### config.mk
export PLATFORM = sky130hd
export DESIGN_NAME = frame_pixel_server
export DESIGN_NICKNAME = d
export VERILOG_FILES = /design/src/rtl/frame_pixel_server.sv
export SDC_FILE = /design/constraint.sdc
export NUM_CORES = 1
export LEC_CHECK = 0
export BUFFER_PORTS_ARGS = -buffer_cell sky130_fd_sc_hd__buf_2
export CAP_MARGIN = 20
export CORE_MARGIN = 3
export CORE_UTILIZATION = 35
export CTS_CLUSTER_DIAMETER = 80
export DETAILED_ROUTE_END_ITERATION = 10
export GPL_TIMING_DRIVEN = 0
export HOLD_SLACK_MARGIN = 0.03
export SETUP_SLACK_MARGIN = 0.02
export SYNTH_ARGS = -nofsm -noshare
export SYNTH_HDL_FRONTEND = slang
export SYNTH_SLANG_ARGS = --single-unit
### constraint.sdc
create_clock -name clk -period 6.9 [get_ports clk]
set_input_delay 0.345 -clock clk [delete_from_list [all_inputs] [get_ports clk]]
set_output_delay 0.345 -clock clk [all_outputs]
set_load 0.03 [all_outputs]
### src/rtl/frame_pixel_server.sv
// frame_pixel_server: single-port frame RAM arbiter that serves pixel reads
// alongside the camera write stream. Writes win the port, but a read that has
// been deferred MAX_DEFER times forces its way in and drops the coincident write.
module frame_pixel_server #(
  parameter int H_ACTIVE  = 640,
  parameter int V_ACTIVE  = 480,
  parameter int ADDR_W    = 19,
  parameter int RAM_LAT   = 2,
  parameter int MAX_DEFER = 4
) (
  input  logic              clk,
  input  logic              reset,
  input  logic              mem_request,
  input  logic [9:0]        mem_hcount,
  input  logic [9:0]        mem_vcount,
  output logic [8:0]        mem_pixel_data,
  output logic              mem_valid,
  output logic              mem_busy,
  input  logic              wr_en,
  input  logic [9:0]        wr_hcount,
  input  logic [9:0]        wr_vcount,
  input  logic [8:0]        wr_data,
  output logic [ADDR_W-1:0] ram_addr,
  output logic              ram_we,
  output logic [8:0]        ram_wdata,
  input  logic [8:0]        ram_rdata,
  output logic [15:0]       wr_dropped
);

  localparam int DW = (MAX_DEFER > 0) ? $clog2(MAX_DEFER + 1) : 1;
  localparam int LW = (RAM_LAT > 0) ? $clog2(RAM_LAT + 1) : 1;
  localparam logic [9:0]    H_LIM    = 10'(H_ACTIVE);
  localparam logic [9:0]    V_LIM    = 10'(V_ACTIVE);
  localparam logic [DW-1:0] DEF_MAX  = DW'(MAX_DEFER);
  localparam logic [LW-1:0] LAT_LAST = LW'(RAM_LAT);

  typedef enum logic [1:0] {ST_IDLE, ST_PEND, ST_WAIT} state_t;

  state_t            state_q, state_d;
  logic [9:0]        h_q, h_d, v_q, v_d;
  logic              oor_q, oor_d;
  logic [DW-1:0]     defer_q, defer_d;
  logic [LW-1:0]     lat_q, lat_d;
  logic [ADDR_W-1:0] ram_addr_q, ram_addr_d;
  logic              ram_we_q, ram_we_d;
  logic [8:0]        ram_wdata_q, ram_wdata_d;
  logic [8:0]        pix_q, pix_d;
  logic              valid_q, valid_d;
  logic [15:0]       drop_q, drop_d;

  logic wr_ok, accept, grant_wr, done;

  function automatic logic [ADDR_W-1:0] addr_of(input logic [9:0] h, input logic [9:0] v);
    logic [ADDR_W-1:0] he, ve;
    he = ADDR_W'(h);
    ve = ADDR_W'(v);
    if (H_ACTIVE == 640) return (ve << 9) + (ve << 7) + he;
    else                 return ve * ADDR_W'(H_ACTIVE) + he;
  endfunction

  assign wr_ok = wr_en && (wr_hcount < H_LIM) && (wr_vcount < V_LIM);
  // The final WAIT cycle reports not-busy so a new request can be accepted on
  // the same edge that returns the previous pixel.
  assign done     = (state_q == ST_WAIT) && (lat_q == LAT_LAST);
  assign mem_busy = (state_q != ST_IDLE) && !done;
  assign accept   = mem_request && !mem_busy;

  // Next-state, port arbitration and output register inputs
  always_comb begin
    state_d     = state_q;
    h_d         = h_q;
    v_d         = v_q;
    oor_d       = oor_q;
    defer_d     = defer_q;
    lat_d       = lat_q;
    ram_addr_d  = ram_addr_q;
    ram_we_d    = 1'b0;
    ram_wdata_d = ram_wdata_q;
    pix_d       = pix_q;
    valid_d     = 1'b0;
    drop_d      = drop_q;
    grant_wr    = wr_ok;
    case (state_q)
      ST_PEND: begin
        if (oor_q) begin
          state_d = ST_WAIT;
          lat_d   = '0;
          defer_d = '0;
        end else if (!wr_ok || defer_q == DEF_MAX) begin
          ram_addr_d = addr_of(h_q, v_q);
          state_d    = ST_WAIT;
          lat_d      = '0;
          defer_d    = '0;
          grant_wr   = 1'b0;
          if (wr_ok && drop_q != '1) drop_d = drop_q + 16'd1;
        end else begin
          defer_d = defer_q + DW'(1);
        end
      end
      ST_WAIT: begin
        if (done) begin
          pix_d   = oor_q ? '0 : ram_rdata;
          valid_d = 1'b1;
          state_d = ST_IDLE;
        end else begin
          lat_d = lat_q + LW'(1);
        end
      end
      default: ;
    endcase
    if (accept) begin
      h_d     = mem_hcount;
      v_d     = mem_vcount;
      oor_d   = (mem_hcount >= H_LIM) || (mem_vcount >= V_LIM);
      state_d = ST_PEND;
    end
    if (grant_wr) begin
      ram_addr_d  = addr_of(wr_hcount, wr_vcount);
      ram_we_d    = 1'b1;
      ram_wdata_d = wr_data;
    end
  end

  // State and registered outputs, cleared asynchronously
  always_ff @(posedge clk or posedge reset) begin
    if (reset) begin
      state_q     <= ST_IDLE;
      h_q         <= '0;
      v_q         <= '0;
      oor_q       <= 1'b0;
      defer_q     <= '0;
      lat_q       <= '0;
      ram_addr_q  <= '0;
      ram_we_q    <= 1'b0;
      ram_wdata_q <= '0;
      pix_q       <= '0;
      valid_q     <= 1'b0;
      drop_q      <= '0;
    end else begin
      state_q     <= state_d;
      h_q         <= h_d;
      v_q         <= v_d;
      oor_q       <= oor_d;
      defer_q     <= defer_d;
      lat_q       <= lat_d;
      ram_addr_q  <= ram_addr_d;
      ram_we_q    <= ram_we_d;
      ram_wdata_q <= ram_wdata_d;
      pix_q       <= pix_d;
      valid_q     <= valid_d;
      drop_q      <= drop_d;
    end
  end

  assign mem_pixel_data = pix_q;
  assign mem_valid      = valid_q;
  assign ram_addr       = ram_addr_q;
  assign ram_we         = ram_we_q;
  assign ram_wdata      = ram_wdata_q;
  assign wr_dropped     = drop_q;

endmodule

# After elaboration in Yosys (flattened, before gate mapping)
# Index checks and enable logic that the tools add are counted.
[word_totals]
regBits = 83
latchBits = 0
ram_bits = 0
rom_bits = 0
inputBits = 62
output_inout_bits = 56
wordCells = 77
memories = 0
[op_classes]
addsub = 7
multipliers = 0
div_mod_pow = 0
n_lt_le_gt_ge = 4
eq_ne = 10
shifts = 0
muxes = 22
n_bitwise = 1
n_reduce_logical = 21
[op_table]
columns = ["op", "n"]
rows = [
  ["$mux W19", 4],
  ["$add A19 B10 Y19", 2],
  ["$add A19 B17 Y19", 2],
  ["$add A16 B1 Y16 const B", 1],
  ["$ne A16 B16 Y1 const B", 1],
  ["$mux W2", 7],
  ["$ge A10 B10 Y1 const B", 1],
  ["$ge A10 B9 Y1 const B", 1],
  ["$lt A10 B10 Y1 const B", 1],
  ["$lt A10 B9 Y1 const B", 1],
  ["$mux W9", 1],
  ["$reduce_and A3 Y1", 3],
  ["$pmux W2 S2", 2],
  ["$reduce_bool A2 Y1", 4],
  ["$logic_and A1 B1 Y1", 6],
  ["$mux W1", 6],
  ["$mux W3", 2],
  ["$ne A3 B3 Y1 const B", 2],
  ["$eq A2 B2 Y1 const B", 2],
  ["$ne A4 B4 Y1 const B", 1],
  ["$reduce_and A4 Y1", 1],
  ["$add A3 B1 Y3 const B", 1],
  ["$eq A3 B3 Y1 const B", 1],
  ["$logic_not A1 Y1", 3],
  ["other kinds (8)", 9],
]

# Depth between registers and ports, before layout
[logic_depth]
ltp_word = 10
ltp_mapped = 9
depth_no_buf = 9

# Worst setup path after synthesis
# OpenSTA, ideal clock, no wires.
[synth_timing]
path_type = "flip-flop to flip-flop"
start = "register h_q[9]"
end = "register ram_addr_q[18] (netlist: ram_addr[18])"
setup_time_ps = 120
t_arrival_ps = 2458
path_slack_ps = 4322
stages_incl_launch_ff = 10
path_buffers = 0
period_less_slack_ps = 2578
path_cell_list = "dfrtp_1 > inv_1 > fa_1 > inv_1 > fa_1 > a21o_1 > a2111oi_2 > o31ai_1 > mux2i_1 > a31o_2"
[synth_via]
elab_chain_cells = 5
[synth_rtl]
columns = ["element", "line_no", "rtl"]
rows = [
  ["start: declaration", "40", "logic [9:0] h_q, h_d, v_q, v_d;"],
  ["start signal: assignment", "128", "h_q <= '0;"],
  ["start signal: assignment", "141", "h_q <= h_d;"],
  ["$add A19 B10 Y19", "57", "if (H_ACTIVE == 640) return (ve << 9) + (ve << 7) + he;"],
  ["$mux W19", "89", "end else if (!wr_ok || defer_q == DEF_MAX) begin"],
  ["$mux W19", "85", "if (oor_q) begin"],
  ["$mux W19", "83", "case (state_q)"],
  ["$mux W19", "117", "if (grant_wr) begin"],
  ["end signal: assignment", "146", "ram_addr_q <= ram_addr_d;"],
  ["end: declaration", "44", "logic [ADDR_W-1:0] ram_addr_q, ram_addr_d;"],
]
# Every way passes these cells. The select of a mux whose other input is x is not followed.
# A chain may end at the register's enable or synchronous reset.

# Worst setup path after layout
[layout_timing]
start = "register v_q[0]"
end = "register ram_addr_q[18] (netlist: ram_addr[18])"
[layout_via]
elab_chain_cells = 6
[layout_rtl]
columns = ["element", "line_no", "rtl"]
rows = [
  ["start: declaration", "40", ""],
  ["start signal: assignment", "142", "v_q <= v_d;"],
  ["$add A19 B17 Y19", "57", ""],
  ["$add A19 B10 Y19", "57", ""],
  ["$mux W19", "89", ""],
  ["$mux W19", "85", ""],
  ["$mux W19", "83", ""],
  ["$mux W19", "117", ""],
]
# Every way passes these cells. The select of a mux whose other input is x is not followed.

==> results.md <==
* Hold_ws at 0.02589 ns
* Max-Cap Viols at 0
* Max Clk Rate at 0.3599 GHz
* Fin crit share at 40.27%
* Final net count at 734
* Area growth, synth to finish at 23.91%
* CTS resizes at 0
* Clock buffer depth at 2
* Slew HR at 61.51%
* TritonCTS buffer count at 9
* CTS Sinks at 83
* Commonest non-fill, non-tap cell in the layout: buf_2
* Initial drt markers at 162
* R2R depth at 9
* DRC violations left at 0
* R2R setup slack at 4.12 ns
* CTS Hold Bufs at 0
* Initial antenna violation count at 0
* Post-DP HPWL at 9.812 mm
* Final Hold Viols at 0
* Leak at 3.132 nW
* RD Place Congestion at 0.8416
* Top Ports at 118
* RSZ-0062 raised after global routing: no
* Reg2reg end: ram_addr[18]
* Clock skew at 0.009641 ns
* First-pass GRT wire length at 20.82 mm
* Final WL at 12.60 mm
* I/O Buffers at 117
* WP data required at 7.14 ns
* Die ar. at 0.01553 mm²
* Clk slew on worst S/H paths at 0.06 ns
* Crit end category: flip-flop
* Main synth FF type: dfrtp_1
* Setup TNS at 0 ns
* Inserted Diodes at 0
* Clock period minus final worst setup slack at 2.778 ns
* Slew Limit Fails at 0
* Via-to-Cell Ratio at 5.081
* Setup Buffers After CTS at 0
* Cell count after synthesis at 497
* # H-tree levels at 3
* Routed Antenna Nets at 0
* Die H at 124.6 µm
* CTS tree: done
* Routed vias at 4100
* Post-layout util at 45.18%
* Gr usage total at 16.54%
* Worst Tran Pin Value at 0.5774 ns
* Peak VDD IR at 0.2353 mV
* FF-to-FF Start: v_q[0]
* Worst Path Arrival at 3.02 ns
* Min-delay worst type: in2async
* Crit start category: flip-flop
* Post-Syn Area at 0.004925 mm²
* Starting density of the core at 36.46%
* Post-synth EDFFs at 0
* Avg Cell Area, Syn at 9.909 µm²
* Fill cell total of the finished layout at 1279
* FF+latch count, synth at 83
* Commonest cells after routing, fill and taps aside: buf_2, dfrtp_1, nand2_1
* Synth cell types at 64
* Register area share after synthesis at 42.17%
* Asr flop ratio synth at 100.0%
* Layout cells sized above 1 at 29.32%
* Router iterations before antenna repair at 4
* Root Buffer: clkbuf_16
* Row count at 42
* Vias in the first global route at 4021
* Worst-Skew Late Latency at 0.35 ns
* Status: complete, no violations
* Setup CP Type: reg2reg
* Crit Path Max Fanout at 3
* Largest net degree at the start of global routing at 47
* Grt total ovfl at 0
* Pwr Density at 432.9 mW/mm²
* Setup violations, final at 0
* Synth warnings at 0
* Mapped Nets at 605
* CORE AREA at 0.01351 mm²
* Die W at 124.6 µm
* Average wire per standard cell at 15.62 µm
[through the flow]
stage / setup WS (ns) / instance area (µm²) / cells / power, mW
2_1_floorplan: 4.322 / 4925 / 497 / 1.740
6_report: 4.122 / 6102 / 807 / 2.642
3_5_place_dp: 4.124 / 5761 / 791 / 2.087
3_3_place_gp: 3.421 / 5731 / 790 / 2.042
4_1_cts: 4.105 / 6102 / 807 / 2.661
5_1_grt: 3.944 / 6102 / 807 / 2.854
[cell families (layout without fill, tap and decap cells)]
family	count (synthesis)	in the layout	synth area share (%)
and+or+nand+nor	192	192	20.22
AOI/OAI and AO/OA	94	94	12.73
DFF	83	83	42.17
adders and majority gates	46	46	12.30
buffers and inverters	37	171	3.557
xor gates and xnor gates	24	24	4.268
muxes	21	21	4.751
[report_power, final]
| group | internal, mW | total [mW] | switching [mW] |
|---|---|---|---|
| registers | 0.651 | 0.759 | 0.109 |
| logic | 0.537 | 1.32 | 0.788 |
| clock network | 0.355 | 0.558 | 0.203 |
[worst max-delay path by stage]
stage	from	to	slack (ns)
global placement	reset	v_q[6]	3.42
finish	v_q[0]	ram_addr[18]	4.12
floorplan	h_q[9]	ram_addr[18]	4.32
CTS	v_q[0]	ram_addr[18]	4.11
global route	v_q[0]	ram_addr[18]	3.94
detailed placement	v_q[0]	ram_addr[18]	4.12
[Yosys cell counts, drive strengths merged, types with 6 or more instances]
library cell   n  share of area, %
ha            42                11
nand2         80               6.3
a31oi         15               1.9
nor3b          6               1.1
a21oi         19               1.9
o21ai         26               2.7
nand4          7               1.3
nor3          11               1.6
nand2b        12               1.7
inv           23               1.8
nor2          31               2.5
nand3         19               2.0
xor2          19               3.4
mux2          19               4.3
buf            9               1.2
dfrtp         83                42
[registers in the layout, indices dropped and copies added (netlist names)]
signal	count
lat_q	2
mem_valid	1
mem_pixel_data	9
defer_q	3
v_q	10
ram_wdata	9
ram_addr	19
h_q	10
ram_we	1
state_q	2
wr_dropped	16
oor_q	1
[per-layer routing]
metal  GRT usage [%]  vias up  wire length, µm  part of all wire, %
li1                -     2024                -                    -
met1           22.74     1944             6008                   48
met2           25.22      117             5711                   45
met3           4.460       15              676                  5.4
met4           5.609        0              207                  1.6
met5               0        -                0                    0
[layout make-up]
type	count	area (µm²)	share of cell area (%)
Multi-Input combinational cell	377	2673	43.80
Sequential cell	83	2077	34.04
Timing Repair Buffer	118	613.1	10.05
Clock buffer	10	229.0	3.752
Tap cell	176	220.2	3.609
Clock inverter	6	112.6	1.845
Buffer	14	88.84	1.456
Inverter	23	88.84	1.456
[critical path, stage by stage, from the launching register on]
cell       delay [ns]
dfrtp_1          0.35
inv_1            0.07
fa_1             0.52
inv_1            0.07
fa_1             0.46
a21o_1           0.24
a2111oi_2        0.40
o31ai_1          0.16
mux2i_1          0.15
a31o_2           0.24
Power figures use the tool's default switching activity.
